$ cat config.mk
export PLATFORM = sky130hd
export DESIGN_NAME = ysyx_22040729_ctrl_fsm
export DESIGN_NICKNAME = d
export VERILOG_FILES = /design/src/rtl/ysyx_22040729_ctrl_fsm.sv
export SDC_FILE = /design/constraint.sdc
export NUM_CORES = 1
export LEC_CHECK = 0
export ABC_AREA = 1
export ABC_CLOCK_PERIOD_IN_PS = 3440
export BUFFER_PORTS_ARGS = -buffer_cell sky130_fd_sc_hd__buf_2
export CAP_MARGIN = 20
export CORE_MARGIN = 3
export CORE_UTILIZATION = 54
export DETAILED_ROUTE_END_ITERATION = 10
export PLACE_DENSITY = 0.86
export SYNTH_ARGS = -nofsm -noshare
export SYNTH_HDL_FRONTEND = slang
export SYNTH_SLANG_ARGS = --single-unit
export TNS_END_PERCENT = 20
$ cat constraint.sdc
create_clock -name clk -period 3.44 [get_ports clk]
set_clock_uncertainty 0.05 [all_clocks]
set_input_delay 0.172 -clock clk [delete_from_list [all_inputs] [get_ports clk]]
set_output_delay 0.172 -clock clk [all_outputs]
set_load 0.005 [all_outputs]
$ cat src/rtl/ysyx_22040729_ctrl_fsm.sv
// ysyx_22040729_ctrl_fsm: multi-cycle fetch/decode/mem/writeback sequencer with halt, trap and retire counting
module ysyx_22040729_ctrl_fsm #(
    parameter int INST_WIDTH = 32,
    parameter int ADDR_WIDTH = 64,
    parameter logic [ADDR_WIDTH-1:0] RESET_PC = 64'h0000_0000_8000_0000
) (
    input  logic                  clk,
    input  logic                  rst_n,
    input  logic                  start,
    output logic                  ifu_req_valid,
    input  logic                  ifu_req_ready,
    output logic [ADDR_WIDTH-1:0] ifu_addr,
    input  logic                  ifu_resp_valid,
    input  logic [INST_WIDTH-1:0] ifu_resp_inst,
    output logic [INST_WIDTH-1:0] inst,
    input  logic                  dec_rf_we,
    input  logic [ADDR_WIDTH-1:0] exu_next_pc,
    output logic                  lsu_req_valid,
    input  logic                  lsu_req_ready,
    output logic                  lsu_req_we,
    input  logic                  lsu_resp_valid,
    output logic                  rf_we,
    output logic [ADDR_WIDTH-1:0] pc,
    output logic                  retire,
    output logic [63:0]           instret,
    output logic                  halt,
    output logic                  trap
);
    typedef enum logic [2:0] {IDLE, FETCH, FWAIT, DECODE, MEM, MWAIT, WB, HALT} state_t;
    localparam logic [INST_WIDTH-1:0] EBREAK = INST_WIDTH'(32'h0010_0073);
    state_t state_q, state_d;
    logic [ADDR_WIDTH-1:0] pc_q, pc_d;
    logic [INST_WIDTH-1:0] inst_q, inst_d;
    logic [63:0] instret_q, instret_d;
    logic trap_q, trap_d;
    logic is_ebreak, is_illegal, is_load, is_store;
    assign is_ebreak  = inst_q == EBREAK;
    assign is_illegal = inst_q[1:0] != 2'b11;
    assign is_load    = inst_q[6:0] == 7'b0000011;
    assign is_store   = inst_q[6:0] == 7'b0100011;
    always_ff @(posedge clk or negedge rst_n) begin
        if (!rst_n) begin
            state_q   <= IDLE;
            pc_q      <= RESET_PC;
            inst_q    <= '0;
            instret_q <= '0;
            trap_q    <= 1'b0;
        end else begin
            state_q   <= state_d;
            pc_q      <= pc_d;
            inst_q    <= inst_d;
            instret_q <= instret_d;
            trap_q    <= trap_d;
        end
    end
    always_comb begin
        state_d   = state_q;
        pc_d      = pc_q;
        inst_d    = inst_q;
        instret_d = instret_q;
        trap_d    = trap_q;
        case (state_q)
            IDLE:   state_d = start ? FETCH : IDLE;
            FETCH: begin
                if (ifu_req_ready) begin
                    state_d = ifu_resp_valid ? DECODE : FWAIT;
                    inst_d  = ifu_resp_valid ? ifu_resp_inst : inst_q;
                end
            end
            FWAIT: begin
                if (ifu_resp_valid) begin
                    state_d = DECODE;
                    inst_d  = ifu_resp_inst;
                end
            end
            // ebreak retires here since it never reaches WB
            DECODE: begin
                state_d   = (is_ebreak || is_illegal) ? HALT : (is_load || is_store) ? MEM : WB;
                trap_d    = is_illegal;
                instret_d = is_ebreak ? instret_q + 64'd1 : instret_q;
            end
            MEM:    if (lsu_req_ready) state_d = lsu_resp_valid ? WB : MWAIT;
            MWAIT:  if (lsu_resp_valid) state_d = WB;
            WB: begin
                state_d   = FETCH;
                pc_d      = exu_next_pc;
                instret_d = instret_q + 64'd1;
            end
            default: state_d = state_q;
        endcase
    end
    assign ifu_req_valid = state_q == FETCH;
    assign ifu_addr      = pc_q;
    assign inst          = inst_q;
    assign lsu_req_valid = state_q == MEM;
    assign lsu_req_we    = (state_q == MEM) && is_store;
    assign rf_we         = (state_q == WB) && dec_rf_we && !is_store;
    assign retire        = (state_q == WB) || ((state_q == DECODE) && is_ebreak);
    assign pc            = pc_q;
    assign instret       = instret_q;
    assign halt          = state_q == HALT;
    assign trap          = trap_q;
endmodule
==> results of run 1 <==
[power by group through the flow]
stage                     logic (mW)  registers [mW]  clock network [mW]
after global placement          2.64            3.07                   0
after global routing            3.27            3.23                2.03
after detailed placement        2.73            3.10                   0
final                           3.04            3.18                1.95
after floorplan                 1.71            3.09                   0
after CTS                       2.83            3.08                1.96
[sequential cells by signal, indices dropped and copies added, names as in the netlist]
register	cells
instret	64
ifu_addr	64
trap	1
state_q	3
inst	32
[routing by layer]
metal | routed length [µm] | vias to the layer above | GRT usage
met4 | 2170 | 0 | 0.199
met1 | 12500 | 4607 | 0.453
met2 | 16500 | 695 | 0.613
met3 | 3320 | 148 | 0.0880
met5 | 0 | - | 0
li1 | - | 4425 | -
[worst max-delay path: cells and delay by family (launching register included)]
family | cells | cell delay (ns)
and+or+nand+nor | 5 | 1.11
DFF | 1 | 0.41
buffers and inverters | 2 | 0.51
[path summary, 6_finish.rpt]
| check | endpoint | slack, ns | depth (start not counted) |
|---|---|---|---|
| setup reg to reg | instret[39]$_DFFE_PN0P_ | 1.04 | 10 |
| hold / removal | state_q[0]$_DFFE_PN0P_ | 0.13 | 7 |
| setup / recovery | retire | 0.74 | 7 |
| hold reg to reg | ifu_addr[2]$_DFFE_PN0P_ | 0.44 | 2 |
| min in group asynchronous | instret[49]$_DFFE_PN0P_ | 0.38 | 2 |
| max in group asynchronous | ifu_addr[36]$_DFFE_PN0P_ | 2.06 | 3 |
[final cells by class]
type                            count  area [µm²]  share of cell area
Clock buffer                       17         425              0.0356
Multi-Input combinational cell    890        4040               0.338
Timing Repair Buffer              437        2730               0.229
Clock inverter                     15         165              0.0138
Tap cell                          216         270              0.0226
Sequential cell                   164        4110               0.344
Inverter                           55         208              0.0174
Antenna cell                        1        2.50            0.000209
[stage by stage]
stage                     setup slack [ns]  area [µm²]  hold slack [ns]  cells
final                                0.742       11900            0.125   1795
after detailed placement              1.17       10400            0.319   1665
after global placement                1.26       10400            0.307   1665
after floorplan                       1.66        9020           -0.174   1207
after global routing                 0.555       11900            0.139   1795
after CTS                            0.828       11900           0.0633   1794
[cell usage after synthesis, drive strengths merged, types with 2 or more instances]
library cell	count
nor2	156
a21oi	4
buf	86
xor2	12
nor3	3
dfrtp	163
nand3b	2
xnor2	18
clkbuf	12
inv	55
nand4	19
nand3	68
mux2	29
nand2	538
o21ai	36
[kinds of logic (layout without fill, tap and decap cells)]
| group | after synthesis | in the layout |
|---|---|---|
| AND/OR/NAND/NOR | 788 | 788 |
| AO/OA/AOI/OAI | 42 | 42 |
| adder cells (fa/ha/maj) | 1 | 1 |
| other | 0 | 1 |
| flip-flops | 164 | 164 |
| buffers and inverters | 153 | 524 |
| XOR/XNOR | 30 | 30 |
| multiplexers | 29 | 29 |
[repair_timing]
action,4_1_cts,5_1_grt
endpoints found under the hold margin,196,0
hold buffers,97,0
setup endpoints to repair,0,0
==> flow_summary.toml, run 1 <==
[die]
die_y_um = 135
die_area_um2 = 18300
initial_core_util = 0.560
core_area_um2 = 16100
rows = 46
ioPinCount = 335
die_w_um = 135

[synthesis]
syn_inst = 1207
synth_seq_area_share = 0.455
synth_compound_area_frac = 0.0237
synth_adder_area_share = 0.00139
synth_top_family_by_area = "simple AND/OR/NAND/NOR gates"
async_flop_share = 1.00
synth_edf_count = 0
synth_top_area_cell = "dfrtp_1"
synth_nets = 1312
synth-simple-area-share = 0.356
netlist.area_leader.share = 0.452
yosysWarningCount = 0
yosys-top-cells-area = "dfrtp_1 (45%), nand2_1 (22%), nor2_1 (6.0%), buf_4 (5.6%), nand3_1 (3.6%)"
synthFlopType = "dfrtp_1"
synth-xor-area-share = 0.0291
ys_ff_latch = 164
syn_area_per_cell_um2 = 7.47
ys_types = 34
synth_area_um2 = 9020
muxShareOfSynthArea = 0.0362

[timing]
fin_crit_ns = 2.70
drv_slew = 0
period_share = 0.784
relSlewSlack = 0.339
finalSetupViolCount = 0
worst_pin_slew_ns = 0.992
finalHoldViolations = 0
finalSetupTns_ns = 0
rsz0062_at_grt = "false"
max_freq_ghz = 0.371

[global_route]
grt_pass1_wl_um = 53000
grt_usage = 0.372
grt_pass1_vias = 9815
antenna_found_initial = 1
grt_max_degree = 103
overflow = 0

[clocking]
clockBufferDepth = 2
post-cts-setup-buffers = 0
h-tree-depth = 4
clock_latency_ns = 0.44
clk_pin_slew_ns = 0.08
clock_sinks = 164
cts.repair.resized = 0
root_buffer = "clkbuf_16"
cts_tree = "yes"
cts-buffers-inserted = 17

[route]
detail_route.vias_per_cell = 5.50
num_vias = 9875
drc = 0
first_pass_iters = 5
wl_per_cell_um = 19.2
drt_iter0_drc = 1044
drtAntennaViolNets = 0
drt-total-wl_um = 34400

[final_layout]
layout_common_cells = "nand2_1 (532), buf_2 (333), dfrtp_1 (163)"
n_fill_cell = 1189
layout_commonest_cell = "nand2_1"
synthToLayoutAreaGrowth_pct = 32.4
final_core_util = 0.741
drive_gt1_frac = 0.271
num-nets-final = 1670

[worst_setup_path]
crit_arrival_ns = 2.48
cpMostUsedCell = "nor2_1"
crit_type = "register to primary output"
slowest_stage = "nand2_2"
cpPeakStageDelay_ns = 0.47
cp_cell_sequence = "nor2_1 -> nand4_1 -> nor2_1 -> nand3_4 -> buf_4 -> nand2_2 -> buf_2"
setup.worst_path.start = "inst[25]$_DFFE_PN0P_"
cp-end-kind = "primary output"
cp.required_ns = 3.22
crit_path_start_kind = "register"
crit_path_max_fanout = 45
r2r-start = "inst[29]$_DFFE_PN0P_"

[outcome]
outcome = "complete, no violations"

[flow_run]
max_cap_viol_count = 0

[worst_hold_path]
worstHoldStart = "start"
hold_class = "input pin to register"

[power_and_ir_drop]
powerDensity_nw_per_um2 = 685
ir_drop_v = 0.000606
clockPowerShare = 0.239
combinationalPowerShare = 0.372
p_sw_mw = 3.30
power_frac_seq = 0.389
switching_share = 0.404
total_power_mw = 8.18
p_int_mw = 4.88
p_leak_nw = 6.13

[placed_design]
io_buffers = 334
place_hpwl_um = 22200
place_congestion = 0.965
Power figures use the tool's default switching activity.
==> run 2: changes to the inputs <==
--- a/config.mk
+++ b/config.mk
@@ -5,14 +5,14 @@
 export SDC_FILE = /design/constraint.sdc
 export NUM_CORES = 1
 export LEC_CHECK = 0
-export ABC_AREA = 1
-export ABC_CLOCK_PERIOD_IN_PS = 3440
+export ABC_AREA = 0
+export ABC_CLOCK_PERIOD_IN_PS = 2300
 export BUFFER_PORTS_ARGS = -buffer_cell sky130_fd_sc_hd__buf_2
 export CAP_MARGIN = 20
 export CORE_MARGIN = 3
-export CORE_UTILIZATION = 54
+export CORE_UTILIZATION = 43
 export DETAILED_ROUTE_END_ITERATION = 10
-export PLACE_DENSITY = 0.86
+export PLACE_DENSITY = 0.77
 export SYNTH_ARGS = -nofsm -noshare
 export SYNTH_HDL_FRONTEND = slang
 export SYNTH_SLANG_ARGS = --single-unit
==> constraint.sdc (replaced) <==
create_clock -name clk -period 2.3 [get_ports clk]
set_clock_uncertainty 0.05 [all_clocks]
set_input_delay 0.115 -clock clk [delete_from_list [all_inputs] [get_ports clk]]
set_output_delay 0.115 -clock clk [all_outputs]
set_load 0.005 [all_outputs]
==> run 2 against run 1 <==
  * Routed wire length fell by 29%
  * Global-route usage fell by 12 points
  * The run now ends with setup timing left
  * Total power rose by 45%
==> flow_summary.toml, run 2 <==
[synthesis]
syn_inst = 755
synth_edf_count = 0
yosys-top-cells-area = "dfrtp_1 (53%), nand2_1 (11%), buf_4 (6.3%), mux2_2 (4.7%), xnor2_1 (4.1%)"
synth_nets = 860
synthTopCellsByCount = "nand2_1 (232), dfrtp_1 (163), buf_4 (64), xnor2_1 (36), mux2_2 (32)"
ys_types = 44
synth_top_family_by_area = "simple AND/OR/NAND/NOR gates"
synthFlopType = "dfrtp_1"
ys_ff_latch = 164
synth-xor-area-share = 0.0722
synth_adder_area_share = 0.00164
yosysWarningCount = 0
synth-simple-area-share = 0.240
synth_top_area_cell = "dfrtp_1"
synth_area_um2 = 7640
syn_area_per_cell_um2 = 10.1
synth_seq_area_share = 0.537
netlist.area_leader.share = 0.534
synth_compound_area_frac = 0.0174
muxShareOfSynthArea = 0.0472
async_flop_share = 1.00
synth_most_common_cell = "nand2_1"

[route]
drc = 0
drtAntennaViolNets = 0
first_pass_iters = 5
drt_iter0_drc = 401
wl_per_cell_um = 17.4
drt-total-wl_um = 24500
num_vias = 7060
detail_route.vias_per_cell = 5.03

[worst_hold_path]
hold_class = "input pin to register"

[placed_design]
io_buffers = 334
place_congestion = 0.878
place_hpwl_um = 16600
place_area_um2 = 9420

[power_and_ir_drop]
ir_drop_v = 0.000654
powerDensity_nw_per_um2 = 1070
p_leak_nw = 5.99

[clocking]
cts_tree = "yes"
clock_sinks = 164
clk_pin_slew_ns = 0.06
h-tree-depth = 4
clock_latency_ns = 0.42
root_buffer = "clkbuf_16"
clockBufferDepth = 2
cts-buffers-inserted = 17

[timing]
worst_pin_slew_ns = 0.694
finalHoldWorstSlack_ns = 0.0679
fin_ws_ns = -0.185
period_share = 1.08
drv_slew = 0
max_freq_ghz = 0.402
finalHoldViolations = 0
rsz0062_at_grt = "true"
relSlewSlack = 0.537
finalSetupViolCount = 23
fin_crit_ns = 2.49

[die]
ioPinCount = 335
die_area_um2 = 19400
core_area_um2 = 17400
initial_core_util = 0.440
rows = 48
die_y_um = 139
die_w_um = 139

[final_layout]
post-route-cell-area_um2 = 11200
n_fill_cell = 1294
multi_input_area_um2 = 3040
synthToLayoutAreaGrowth_pct = 46.2
final_core_util = 0.643
diodes = 0
drive_gt1_frac = 0.410
num-nets-final = 1270
layout_commonest_cell = "buf_2"
layout_common_cells = "buf_2 (332), nand2_1 (232), dfrtp_1 (163)"
ff_latch_area_um2 = 4110

[outcome]
outcome = "finished, violations left"
violations = "setup timing"

[global_route]
globalRoute.busiestLayer = "met2"
grt_pass1_vias = 7311
grt_max_degree = 65
use_met2 = 0.424
overflow = 0
grt_pass1_wl_um = 38800
antenna_found_initial = 0
met3_usage = 0.0619
grt_usage = 0.248
use_met1 = 0.302

[worst_setup_path]
crit_path_max_fanout = 10
cp-end-kind = "primary output"
rrSetupSlack_ns = -0.17
crit_arrival_ns = 2.32
crit_path_start_kind = "register"
cp.required_ns = 2.13
crit_type = "register to primary output"

[flow_run]
max_cap_viol_count = 0
[run 2: final cells by class]
type | count | area share
clock inverter | 10 | 0.0111
tap | 225 | 0.0252
sequential | 164 | 0.368
timing repair buffer | 485 | 0.280
multi-input combinational | 492 | 0.272
inverter | 5 | 0.00168
clock buffer | 22 | 0.0425
[run 2: critical path, cell delays in order (launching register included)]
cell and delay (ns):
dfrtp_1 0.38, or4b_4 0.56, nor4_4 0.19, nand4_4 0.14
buf_4 0.16, and2_4 0.15, inv_2 0.08, buf_6 0.15
buf_6 0.10
[run 2: worst paths after layout]
check,startpoint,end,depth (start not counted)
min reg2reg,ifu_addr[31]$_DFFE_PN1P_,ifu_addr[31]$_DFFE_PN1P_,2
max in group asynchronous,rst_n,instret[13]$_DFFE_PN0P_,3
min,lsu_resp_valid,state_q[1]$_DFFE_PN0P_,3
max,inst[23]$_DFFE_PN0P_,retire,8
min in group asynchronous,rst_n,ifu_addr[7]$_DFFE_PN0P_,2
max reg2reg,inst[23]$_DFFE_PN0P_,instret[52]$_DFFE_PN0P_,7
[run 2: what timing repair did]
action                                 CTS  global route
hold buffers                            97             0
endpoints found under the hold margin  148             0
setup endpoints to repair               44            46
pin swaps                               13            24
resized for setup                       10            16
gates cloned                             1             0
setup buffers                            2             1
[run 2: stage by stage]
stage	TNS, ns	instances	setup slack (ns)	power (mW)
after global placement	-0.557	1270	-0.0610	8.65
after CTS	-2.44	1402	-0.210	11.8
after global routing	-4.80	1403	-0.277	12.6
final	-1.37	1403	-0.185	11.9
after detailed placement	-1.85	1270	-0.0963	8.78
after floorplan	0	755	0.0110	7.06
[run 2: per-layer routing]
layer  part of all wire  vias up
met5                  0        -
met4              0.032        0
met2               0.50      337
li1                   -     3271
met1               0.39     3403
met3              0.079       49
[run 2: logic make-up after synthesis]
| kind of cell | after synthesis |
|---|---|
| DFF | 164 |
| buffers and inverters | 100 |
| AOI/OAI and AO/OA | 16 |
| and+or+nand+nor | 379 |
| xor gates and xnor gates | 63 |
| muxes | 32 |
| adders and majority gates | 1 |
[run 2: report_power, final]
| part | internal (mW) | total [mW] | leakage [nW] | switching, mW |
|---|---|---|---|---|
| clock network | 1.70 | 2.85 | 0.287 | 1.15 |
| logic | 2.15 | 4.45 | 3.61 | 2.30 |
| registers | 3.82 | 4.60 | 2.10 | 0.776 |
